===== src/rtl/ss_display_if.sv =====
// Bus between a value producer and the seven-segment scan driver: data and
// load strobe in, commit status and active-low display pins out.
interface ss_display_if #(
    parameter int N_DIGITS = 8
) ();
    logic [4*N_DIGITS-1:0] value;
    logic [N_DIGITS-1:0]   dp_in;
    logic [N_DIGITS-1:0]   digit_en;
    logic [N_DIGITS-1:0]   blink_en;
    logic                  load;
    logic                  update_pending;
    logic                  frame_tick;
    logic [6:0]            seg;
    logic                  dp;
    logic [N_DIGITS-1:0]   an;

    modport master (
        output value, dp_in, digit_en, blink_en, load,
        input  update_pending, frame_tick, seg, dp, an
    );

    modport slave (
        input  value, dp_in, digit_en, blink_en, load,
        output update_pending, frame_tick, seg, dp, an
    );
endinterface


===== src/rtl/ss_display_mux.sv =====
// Time-multiplexed N-digit seven-segment driver with blink, decimal point and
// frame-synchronous double buffering. Optional: SS_LEADING_ZERO_BLANK_EN.
module ss_display_mux #(
    parameter int N_DIGITS     = 8,
    parameter int REFRESH_CNT  = 100000,
    parameter int BLINK_FRAMES = 256
) (
    input  logic       clk,
    input  logic       rst,
    ss_display_if.slave bus
);
    localparam int IDX_W = (N_DIGITS > 1) ? $clog2(N_DIGITS) : 1;
    localparam int CNT_W = $clog2(REFRESH_CNT);
    localparam int BLK_W = (BLINK_FRAMES > 1) ? $clog2(BLINK_FRAMES) : 1;
    localparam logic [IDX_W-1:0] LAST_IDX = IDX_W'(N_DIGITS - 1);
    localparam logic [CNT_W-1:0] LAST_CNT = CNT_W'(REFRESH_CNT - 1);
    localparam logic [BLK_W-1:0] LAST_BLK = BLK_W'(BLINK_FRAMES - 1);

    logic [CNT_W-1:0]      refresh_cnt_reg, refresh_cnt_next;
    logic [IDX_W-1:0]      digit_idx_reg, digit_idx_next;
    logic [BLK_W-1:0]      frame_cnt_reg, frame_cnt_next;
    logic                  blink_phase_reg, blink_phase_next;
    logic                  frame_tick_reg;
    logic                  slot_end, frame_wrap;

    logic [4*N_DIGITS-1:0] pend_value_reg, pend_value_next;
    logic [N_DIGITS-1:0]   pend_dp_reg, pend_dp_next;
    logic [N_DIGITS-1:0]   pend_en_reg, pend_en_next;
    logic [N_DIGITS-1:0]   pend_blink_reg, pend_blink_next;
    logic [4*N_DIGITS-1:0] act_value_reg, act_value_next;
    logic [N_DIGITS-1:0]   act_dp_reg, act_dp_next;
    logic [N_DIGITS-1:0]   act_en_reg, act_en_next;
    logic [N_DIGITS-1:0]   act_blink_reg, act_blink_next;
    logic                  update_pending_reg, update_pending_next;

    logic [3:0]            act_nib [N_DIGITS];
    logic [N_DIGITS-1:0]   lz_blank;
    logic [N_DIGITS-1:0]   digit_blank;

    logic [N_DIGITS-1:0]   an_reg, an_next;
    logic [6:0]            seg_reg, seg_next;
    logic                  dp_reg, dp_next;

    function automatic logic [6:0] hex_to_seg(input logic [3:0] nib);
        case (nib)
            4'h0: return 7'b1000000;
            4'h1: return 7'b1111001;
            4'h2: return 7'b0100100;
            4'h3: return 7'b0110000;
            4'h4: return 7'b0011001;
            4'h5: return 7'b0010010;
            4'h6: return 7'b0000010;
            4'h7: return 7'b1111000;
            4'h8: return 7'b0000000;
            4'h9: return 7'b0010000;
            4'hA: return 7'b0001000;
            4'hB: return 7'b0000011;
            4'hC: return 7'b1000110;
            4'hD: return 7'b0100001;
            4'hE: return 7'b0000110;
            default: return 7'b0001110;
        endcase
    endfunction

    assign slot_end   = (refresh_cnt_reg == LAST_CNT);
    assign frame_wrap = slot_end && (digit_idx_reg == LAST_IDX);

    always_comb begin
        refresh_cnt_next = slot_end ? '0 : refresh_cnt_reg + CNT_W'(1);
        digit_idx_next   = digit_idx_reg;
        frame_cnt_next   = frame_cnt_reg;
        blink_phase_next = blink_phase_reg;
        if (slot_end) begin
            digit_idx_next = frame_wrap ? '0 : digit_idx_reg + IDX_W'(1);
        end
        if (frame_wrap) begin
            if (frame_cnt_reg == LAST_BLK) begin
                frame_cnt_next   = '0;
                blink_phase_next = ~blink_phase_reg;
            end else begin
                frame_cnt_next = frame_cnt_reg + BLK_W'(1);
            end
        end
    end

    // A load landing on the wrap edge skips the pending set so it shows at once.
    always_comb begin
        pend_value_next     = pend_value_reg;
        pend_dp_next        = pend_dp_reg;
        pend_en_next        = pend_en_reg;
        pend_blink_next     = pend_blink_reg;
        act_value_next      = act_value_reg;
        act_dp_next         = act_dp_reg;
        act_en_next         = act_en_reg;
        act_blink_next      = act_blink_reg;
        update_pending_next = update_pending_reg;
        if (bus.load) begin
            pend_value_next     = bus.value;
            pend_dp_next        = bus.dp_in;
            pend_en_next        = bus.digit_en;
            pend_blink_next     = bus.blink_en;
            update_pending_next = 1'b1;
        end
        if (frame_wrap) begin
            if (bus.load) begin
                act_value_next      = bus.value;
                act_dp_next         = bus.dp_in;
                act_en_next         = bus.digit_en;
                act_blink_next      = bus.blink_en;
                update_pending_next = 1'b0;
            end else if (update_pending_reg) begin
                act_value_next      = pend_value_reg;
                act_dp_next         = pend_dp_reg;
                act_en_next         = pend_en_reg;
                act_blink_next      = pend_blink_reg;
                update_pending_next = 1'b0;
            end
        end
    end

    genvar gi;
    generate
        for (gi = 0; gi < N_DIGITS; gi++) begin : g_digit
            assign act_nib[gi] = act_value_reg[4*gi +: 4];
`ifdef SS_LEADING_ZERO_BLANK_EN
            // Blank a zero digit only when no enabled non-zero digit sits at or above it.
            logic [N_DIGITS-1:0] nz_vec;
            for (genvar gj = 0; gj < N_DIGITS; gj++) begin : g_nz
                assign nz_vec[gj] = (gj >= gi) && act_en_reg[gj]
                                    && (act_value_reg[4*gj +: 4] != 4'h0);
            end
            if (gi == 0) begin : g_lsd
                assign lz_blank[gi] = 1'b0;
            end else begin : g_upper
                assign lz_blank[gi] = (act_nib[gi] == 4'h0) && !(|nz_vec);
            end
`else
            assign lz_blank[gi] = 1'b0;
`endif
            assign digit_blank[gi] = !act_en_reg[gi]
                                     || (blink_phase_reg && act_blink_reg[gi])
                                     || lz_blank[gi];
        end
    endgenerate

    always_comb begin
        an_next  = '1;
        seg_next = 7'b1111111;
        dp_next  = 1'b1;
        for (int i = 0; i < N_DIGITS; i++) begin
            if (digit_idx_reg == IDX_W'(i) && !digit_blank[i]) begin
                an_next[i] = 1'b0;
                seg_next   = hex_to_seg(act_nib[i]);
                dp_next    = ~act_dp_reg[i];
            end
        end
    end

    always_ff @(posedge clk or posedge rst) begin
        if (rst) begin
            refresh_cnt_reg    <= '0;
            digit_idx_reg      <= '0;
            frame_cnt_reg      <= '0;
            blink_phase_reg    <= 1'b0;
            frame_tick_reg     <= 1'b0;
            pend_value_reg     <= '0;
            pend_dp_reg        <= '0;
            pend_en_reg        <= '0;
            pend_blink_reg     <= '0;
            act_value_reg      <= '0;
            act_dp_reg         <= '0;
            act_en_reg         <= '0;
            act_blink_reg      <= '0;
            update_pending_reg <= 1'b0;
            an_reg             <= '1;
            seg_reg            <= 7'b1111111;
            dp_reg             <= 1'b1;
        end else begin
            refresh_cnt_reg    <= refresh_cnt_next;
            digit_idx_reg      <= digit_idx_next;
            frame_cnt_reg      <= frame_cnt_next;
            blink_phase_reg    <= blink_phase_next;
            frame_tick_reg     <= frame_wrap;
            pend_value_reg     <= pend_value_next;
            pend_dp_reg        <= pend_dp_next;
            pend_en_reg        <= pend_en_next;
            pend_blink_reg     <= pend_blink_next;
            act_value_reg      <= act_value_next;
            act_dp_reg         <= act_dp_next;
            act_en_reg         <= act_en_next;
            act_blink_reg      <= act_blink_next;
            update_pending_reg <= update_pending_next;
            an_reg             <= an_next;
            seg_reg            <= seg_next;
            dp_reg             <= dp_next;
        end
    end

    assign bus.update_pending = update_pending_reg;
    assign bus.frame_tick     = frame_tick_reg;
    assign bus.seg            = seg_reg;
    assign bus.dp             = dp_reg;
    assign bus.an             = an_reg;
endmodule


===== src/flat_wrapper.sv =====
// flat-port wrapper written by rule: the top's interface ports become plain ports
module ss_display_mux_flat 
#(
    parameter int N_DIGITS     = 8,
    parameter int REFRESH_CNT  = 100000,
    parameter int BLINK_FRAMES = 256
)
  (clk, rst, bus_value, bus_dp_in, bus_digit_en, bus_blink_en, bus_load, bus_update_pending, bus_frame_tick, bus_seg, bus_dp, bus_an);
  ss_display_if #(.N_DIGITS(N_DIGITS)) bus_i ();
  input  logic clk;
  input  logic rst;
  input wire logic [$bits(bus_i.value)-1:0] bus_value;
  input wire logic [$bits(bus_i.dp_in)-1:0] bus_dp_in;
  input wire logic [$bits(bus_i.digit_en)-1:0] bus_digit_en;
  input wire logic [$bits(bus_i.blink_en)-1:0] bus_blink_en;
  input wire logic [$bits(bus_i.load)-1:0] bus_load;
  output wire logic [$bits(bus_i.update_pending)-1:0] bus_update_pending;
  output wire logic [$bits(bus_i.frame_tick)-1:0] bus_frame_tick;
  output wire logic [$bits(bus_i.seg)-1:0] bus_seg;
  output wire logic [$bits(bus_i.dp)-1:0] bus_dp;
  output wire logic [$bits(bus_i.an)-1:0] bus_an;
  assign bus_i.value = bus_value;
  assign bus_i.dp_in = bus_dp_in;
  assign bus_i.digit_en = bus_digit_en;
  assign bus_i.blink_en = bus_blink_en;
  assign bus_i.load = bus_load;
  assign bus_update_pending = bus_i.update_pending;
  assign bus_frame_tick = bus_i.frame_tick;
  assign bus_seg = bus_i.seg;
  assign bus_dp = bus_i.dp;
  assign bus_an = bus_i.an;
  ss_display_mux #(.N_DIGITS(N_DIGITS), .REFRESH_CNT(REFRESH_CNT), .BLINK_FRAMES(BLINK_FRAMES)) u_core (.clk(clk), .rst(rst), .bus(bus_i));
endmodule

===== config.mk =====
export PLATFORM = sky130hd
export DESIGN_NAME = ss_display_mux_flat
export DESIGN_NICKNAME = d
export VERILOG_FILES = /design/src/rtl/ss_display_if.sv /design/src/rtl/ss_display_mux.sv /design/src/flat_wrapper.sv
export SDC_FILE = /design/constraint.sdc
export NUM_CORES = 1
export LEC_CHECK = 0
export BUFFER_PORTS_ARGS = -buffer_cell sky130_fd_sc_hd__buf_2
export CAP_MARGIN = 10
export CELL_PAD_IN_SITES_DETAIL_PLACEMENT = 0
export CELL_PAD_IN_SITES_GLOBAL_PLACEMENT = 2
export CORE_ASPECT_RATIO = 1.4
export CORE_MARGIN = 3
export CORE_UTILIZATION = 41
export CTS_CLUSTER_DIAMETER = 120
export CTS_CLUSTER_SIZE = 28
export DETAILED_ROUTE_END_ITERATION = 16
export GPL_ROUTABILITY_DRIVEN = 0
export PLACE_DENSITY_LB_ADDON = 0.1
export SLEW_MARGIN = 20
export SYNTH_ARGS = -nofsm -noshare
export SYNTH_HDL_FRONTEND = slang
export SYNTH_SLANG_ARGS = --single-unit

===== constraint.sdc =====
create_clock -name clk -period 5.8 [get_ports clk]
set_input_delay 0.58 -clock clk [delete_from_list [all_inputs] [get_ports clk]]
set_output_delay 0.58 -clock clk [all_outputs]
set_load 0.02 [all_outputs]

# Word-level counts from Yosys, hierarchy flattened
# Memory sizes are Yosys's and may differ from the RTL's.
# Index checks and enable logic that the tools add are counted.
word_totals:
  ram_bits: 0
  register_bits: 159
  memories: 8
  mem_bits_ro: 896
  latch_bits: 0
  wordCells: 130
  inputBits: 59
op_classes:
  mul: 0
  n_lt_le_gt_ge: 0
  shift: 0
  n_addsub: 3
  mux: 39
  bitwise_logic: 9
  reduce_logical: 45
  div_mod_pow: 0
  n_eq_ne: 9
mem_list:
  columns: ["name", "depth", "width", "read_ports", "rd_clocked_by_memory_dff", "write_ports", "line_no", "source"]
  rows:
  - ["(no name shown)", 16, 7, 1, 0, 0, "ss_display_mux.sv:45", "case (nib)"]
  - ["(no name shown)", 16, 7, 1, 0, 0, "ss_display_mux.sv:45", null]
  - ["(no name shown)", 16, 7, 1, 0, 0, "ss_display_mux.sv:45", null]
  - ["(no name shown)", 16, 7, 1, 0, 0, "ss_display_mux.sv:45", null]
  - ["(no name shown)", 16, 7, 1, 0, 0, "ss_display_mux.sv:45", null]
  - ["(no name shown)", 16, 7, 1, 0, 0, "ss_display_mux.sv:45", null]
  - ["+2 memories", null, null, null, null, null, null, null]
ops:
  columns: ["operator", "n"]
  rows:
  - ["two-way mux 32 bit", 2]
  - ["two-way mux 7 bit", 8]
  - ["two-way mux 8 bit", 7]
  - ["two-way mux 1 bit", 20]
  - ["adder 17 x 1 -> 17 bit, second input constant", 1]
  - ["== test 17 bit, second input constant", 1]
  - ["logical AND 1 bit", 17]
  - ["two-way mux 17 bit", 1]
  - ["logical NOT 1 bit", 16]
  - ["== test 3 bit, second input constant", 4]
  - ["NOT 1 bit", 9]
  - ["adder 8 x 1 -> 8 bit, second input constant", 1]
  - ["== test 8 bit, second input constant", 1]
  - ["logical OR 1 bit", 8]
  - ["== test 3 x 2 -> 1 bit, second input constant", 2]
  - ["AND reduction 2 bit", 2]
  - ["adder 3 x 1 -> 3 bit, second input constant", 1]
  - ["== test 3 x 1 -> 1 bit, second input constant", 1]
  - ["logical NOT 3 bit", 1]
  - ["two-way mux 3 bit", 1]
  - ["nonzero test 2 bit", 1]

# Longest topological paths before layout
depth:
  word_depth: 12
  mapped_depth: 10
  mapped_depth_nobuf: 9

# Worst setup path after synthesis
# Ideal clock, no wire load.
synth_timing:
  path_type: "register to register"
  startpoint: "reg u_core.refresh_cnt_reg[0]"
  endpoint: "reg u_core.act_dp_reg[0]"
  synth_period_minus_slack_ns: 2.103
  setup_time_ns: 0.125
  t_required_ns: 5.675
  arrival_ns: 1.978
  path_stages_with_launch: 11
  path_slack_ns: 3.697
  cell_sequence: "dfrtp_1 ha_1 and4_1 and3_1 and2_1 buf_6 nand2_8 nor2_8 buf_12 buf_12 mux2_4"
synth_via:
  elab_chain_cells: 3
synth_rtl:
  columns: ["element", "line_no", "source"]
  rows:
  - ["start: declaration", "ss_display_mux.sv:19", "logic [CNT_W-1:0] refresh_cnt_reg, refresh_cnt_next;"]
  - ["start signal: assignment", "ss_display_mux.sv:179", "refresh_cnt_reg <= refresh_cnt_next;"]
  - ["== test 17 bit", "ss_display_mux.sv:65", "assign slot_end = (refresh_cnt_reg == LAST_CNT);"]
  - ["logical AND 1 bit", "ss_display_mux.sv:66", "assign frame_wrap = slot_end && (digit_idx_reg == LAST_IDX);"]
  - ["AND reduction 2 bit (no line)", null, null]
  - ["end signal: assignment", "ss_display_mux.sv:189", "act_dp_reg <= act_dp_next;"]
  - ["end: declaration", "ss_display_mux.sv:31", "logic [N_DIGITS-1:0] act_dp_reg, act_dp_next;"]
# No other way between the ends.
# A chain may end at the register's enable or synchronous reset.

# Worst setup path in the final report
layout_timing:
  startpoint: "reg u_core.refresh_cnt_reg[0]"
  endpoint: "reg u_core.act_value_reg[31]"
layout_via:
  elab_chain_cells: 3
layout_rtl:
  columns: ["element", "line_no", "source"]
  rows:
  - ["== test 17 bit", "ss_display_mux.sv:65", null]
  - ["logical AND 1 bit", "ss_display_mux.sv:66", null]
  - ["AND reduction 2 bit (no line)", null, null]
  - ["end signal: assignment", "ss_display_mux.sv:188", "act_value_reg <= act_value_next;"]
  - ["end: declaration", "ss_display_mux.sv:30", "logic [4*N_DIGITS-1:0] act_value_reg, act_value_next;"]
# No other way between the ends.

==> metrics.md <==
| Metric | Value |
|---|---|
| Routed via count | `5,817` |
| Initial detailed-routing violation count | `262` |
| Hold Fails Final Rpt | `0` |
| Setup crit start kind | `flip-flop` |
| Syn Nets | `876` |
| Synth Area in Compound Gates | `8.92%` |
| Routed wire length | `18,900 um` |
| Crit Path Class | `flip-flop to flip-flop` |
| Largest family of logic cells by synthesized area | `multiplexers` |
| IR drop worst, VDD | `179 uV` |
| Width of the die | `130 um` |
| Synth top area share | `40.3%` |
| Initial antenna violation count | `0` |
| Lkg Pwr | `4.40 nW` |
| Worst Path Max Fanout | `32` |
| Pin count of the biggest net entering global routing | `94` |
| Syn. warnings | `0` |
| Layout cells sized above 1 | `31.7%` |
| Setup Fix Bufs, Post-CTS | `0` |
| Mux cell area share after synthesis | `21.3%` |
| Post-Synth Simple-Gate Area | `9.86%` |
| WP data required | `6.11 ns` |
| Asr flop ratio synth | `100%` |
| Hold buffers post-CTS | `0` |
| Distinct cells, synth | `60` |
| Commonest cells post-synth | `dfrtp_1 (143), mux2_2 (81), ha_1 (59), nor2_1 (53), nand2_1 (42)` |
| Outcome | `complete, no violations` |
| Worst skew pair latency | `0.43 ns` |
| Slew @ Worst Pin | `0.844 ns` |
| DRC | `0` |
| Clock root buffer | `clkbuf_16` |
| # Max-Cap Violations | `0` |
| RSZ-0062 raised after global routing | `no` |
| Mapped cell area | `8880 um^2` |
| Mean Syn Cell Area | `11.7 um^2` |
| Minimum clock period after layout | `3.41 ns` |
| CP Cell Sequence | `ha_1, and4_1, and3_1, and2_1, nand2_8, nor2_8, buf_4, mux2_2` |
| Die Ht | `180 um` |
| Crit end category | `flip-flop` |
| Filler cell count | `1,943` |
| Tcrit/Tclk final | `58.7%` |
| Initial Util | `41.9%` |
| Final Slew Violations | `0` |
| Crit-path max cell delay | `0.59 ns` |
| PostCTS Resize Cnt | `0` |
| Htree depth | `4` |
| Port bufs | `76` |
| Cells after Synth | `758` |
| Clock Pin Slew Worst Setup and Hold Paths | `0.07 ns` |
| DRT Pass-1 Iters | `4` |
| Detail Route Antenna Nets | `0` |
| Setup Skew | `0.00992 ns` |
| Die area | `23,500 um^2` |
| Min-delay worst type | `primary input to async pin` |
| Core area | `21,200 um^2` |
| Area contributors post-synth | `dfrtp_1 (40%), mux2_2 (10%), ha_1 (8.3%)` |
| First-pass GRT wire length | `31,400 um` |
| Top-Level Pins | `77` |
| Number of synthesized flops with an enable pin | `0` |
| RR Startpoint | `u_core.refresh_cnt_reg[0]$_DFF_PP0_` |
| FP Rows | `63` |
| Vias in the first global route | `6,084` |
| GRT overflow | `0` |
| Yosys reg bits | `159` |
| F_max | `294 MHz` |
| Final net count | `931` |
| Clock sink count | `159` |
| Total GRT Usage | `16.7%` |
| TritonCTS Buffers | `17` |
| Power density over cell area | `258 nW/um^2` |
| Count of final setup violators | `0` |
| Vias per cell | `5.36` |
| Sequential share of the synthesized area | `45.0%` |
| Most instantiated library cell after synthesis | `dfrtp_1` |
| Placed wire-length estimate | `13,700 um` |
| Yosys top cell by area | `dfrtp_1` |
| Crit. Startpoint | `u_core.refresh_cnt_reg[0]$_DFF_PP0_` |
| CP top delay family | `simple AND/OR/NAND/NOR gates` |
| Longest Clk Path Bufs | `2` |
| Slew Limit Headroom | `43.8%` |
| Avg WL per Cell | `17.4 um` |
| Synth Flop Type | `dfrtp_1` |
| Critical path's slowest cell | `and2_1` |
| Hold_ws | `0.317 ns` |
| CTS tree | `built` |
| XOR/XNOR share of the synthesized area | `1.87%` |
| Setup TNS | `0 ns` |
| Diode count | `0` |
| Area delta synth->final | `12.1%` |
| Worst path arrival time | `3.72 ns` |
| Adder-Cell Fraction of Synth Area | `8.31%` |
| Buf/Inv on CP | `1` |
-- cell families (layout without fill, tap and decap cells) --
| group | count (synthesis) | after routing |
|---|---|---|
| fa+ha+maj | 59 | 59 |
| buf+inv | 83 | 151 |
| xor+xnor | 19 | 19 |
| simple gates | 172 | 172 |
| compound gates | 117 | 117 |
| flops | 159 | 159 |
| mux | 149 | 149 |
-- stage by stage --
| step | power, mW | instance area [um^2] | std cells | worst slack [ns] | util [%] |
|---|---|---|---|---|---|
| after floorplan | 1.37 | 8880 | 758 | 0.955 | - |
| after global placement | 1.44 | 9350 | 1054 | 2.45 | 44.1 |
| after detailed placement | 1.44 | 9350 | 1054 | 2.38 | 44.1 |
| after CTS | 2.61 | 9950 | 1086 | 2.35 | 46.9 |
| after global routing | 2.69 | 9950 | 1086 | 2.10 | 46.9 |
| final | 2.57 | 9950 | 1086 | 2.39 | 46.9 |
-- layer usage --
| metal | track usage (%) | wire, um |
|---|---|---|
| met5 | 0 | 0 |
| met1 | 20.9 | 8170 |
| met2 | 29.5 | 9980 |
| met4 | 4.28 | 278 |
| met3 | 2.94 | 500 |
-- area by class of cell --
| type | count | area, um^2 | area share (%) |
|---|---|---|---|
| Multi-Input combinational cell | 516 | 4470 | 44.9 |
| Sequential cell | 159 | 4000 | 40.2 |
| Clock buffer | 18 | 439 | 4.41 |
| Timing Repair Buffer | 79 | 403 | 4.05 |
| Tap cell | 260 | 325 | 3.27 |
| Clock inverter | 14 | 166 | 1.67 |
| Inverter | 40 | 155 | 1.56 |
-- final timing paths --
| check | endpoint | slack, ns | depth (start not counted) |
|---|---|---|---|
| max in group asynchronous | u_core.act_value_reg[2]$_DFFE_PP0P_ | 4.08 | 3 |
| min in group clk | u_core.pend_blink_reg[3]$_DFFE_PP0P_ | 0.40 | 2 |
| worst min register to register | u_core.frame_cnt_reg[7]$_DFFE_PP0P_ | 0.49 | 1 |
| worst min-delay path | u_core.pend_value_reg[8]$_DFFE_PP0P_ | 0.32 | 2 |
| worst max register to register | u_core.act_value_reg[31]$_DFFE_PP0P_ | 2.39 | 8 |
| worst max-delay path | u_core.act_value_reg[31]$_DFFE_PP0P_ | 2.39 | 8 |
-- cells in the final DEF (no fill, tap or decap), types with 4 or more instances in the layout --
cell type,netlist,routed
nor3_1,11,11
and4_1,8,8
xor2_1,5,5
dfrtp_1,143,143
o31ai_1,5,5
nand3_1,13,13
mux2i_1,20,20
a21oi_1,22,22
nand2_1,42,42
a32oi_1,4,4
o21ai_0,30,30
ha_1,59,59
buf_2,5,76
a32o_1,4,4
a221oi_1,5,5
xnor2_1,14,14
nor2b_1,8,8
mux2_2,81,81
mux4_2,8,8
mux2_4,40,40
dfstp_2,16,16
and3_1,13,13
inv_8,0,6
nor2_1,53,53
inv_1,36,35
nand4_1,8,8
inv_6,0,4
a22oi_1,10,10
a211oi_1,7,7
clkbuf_16,0,17
-- power by group --
part	internal, mW	switching, mW	leakage (nW)	total (mW)
Combinational	0.107	0.104	2.11	0.212
Sequential	1.17	0.0393	1.99	1.20
Clock	0.630	0.523	0.300	1.15
Total	1.90	0.667	4.40	2.57
Power figures use the tool's default switching activity.
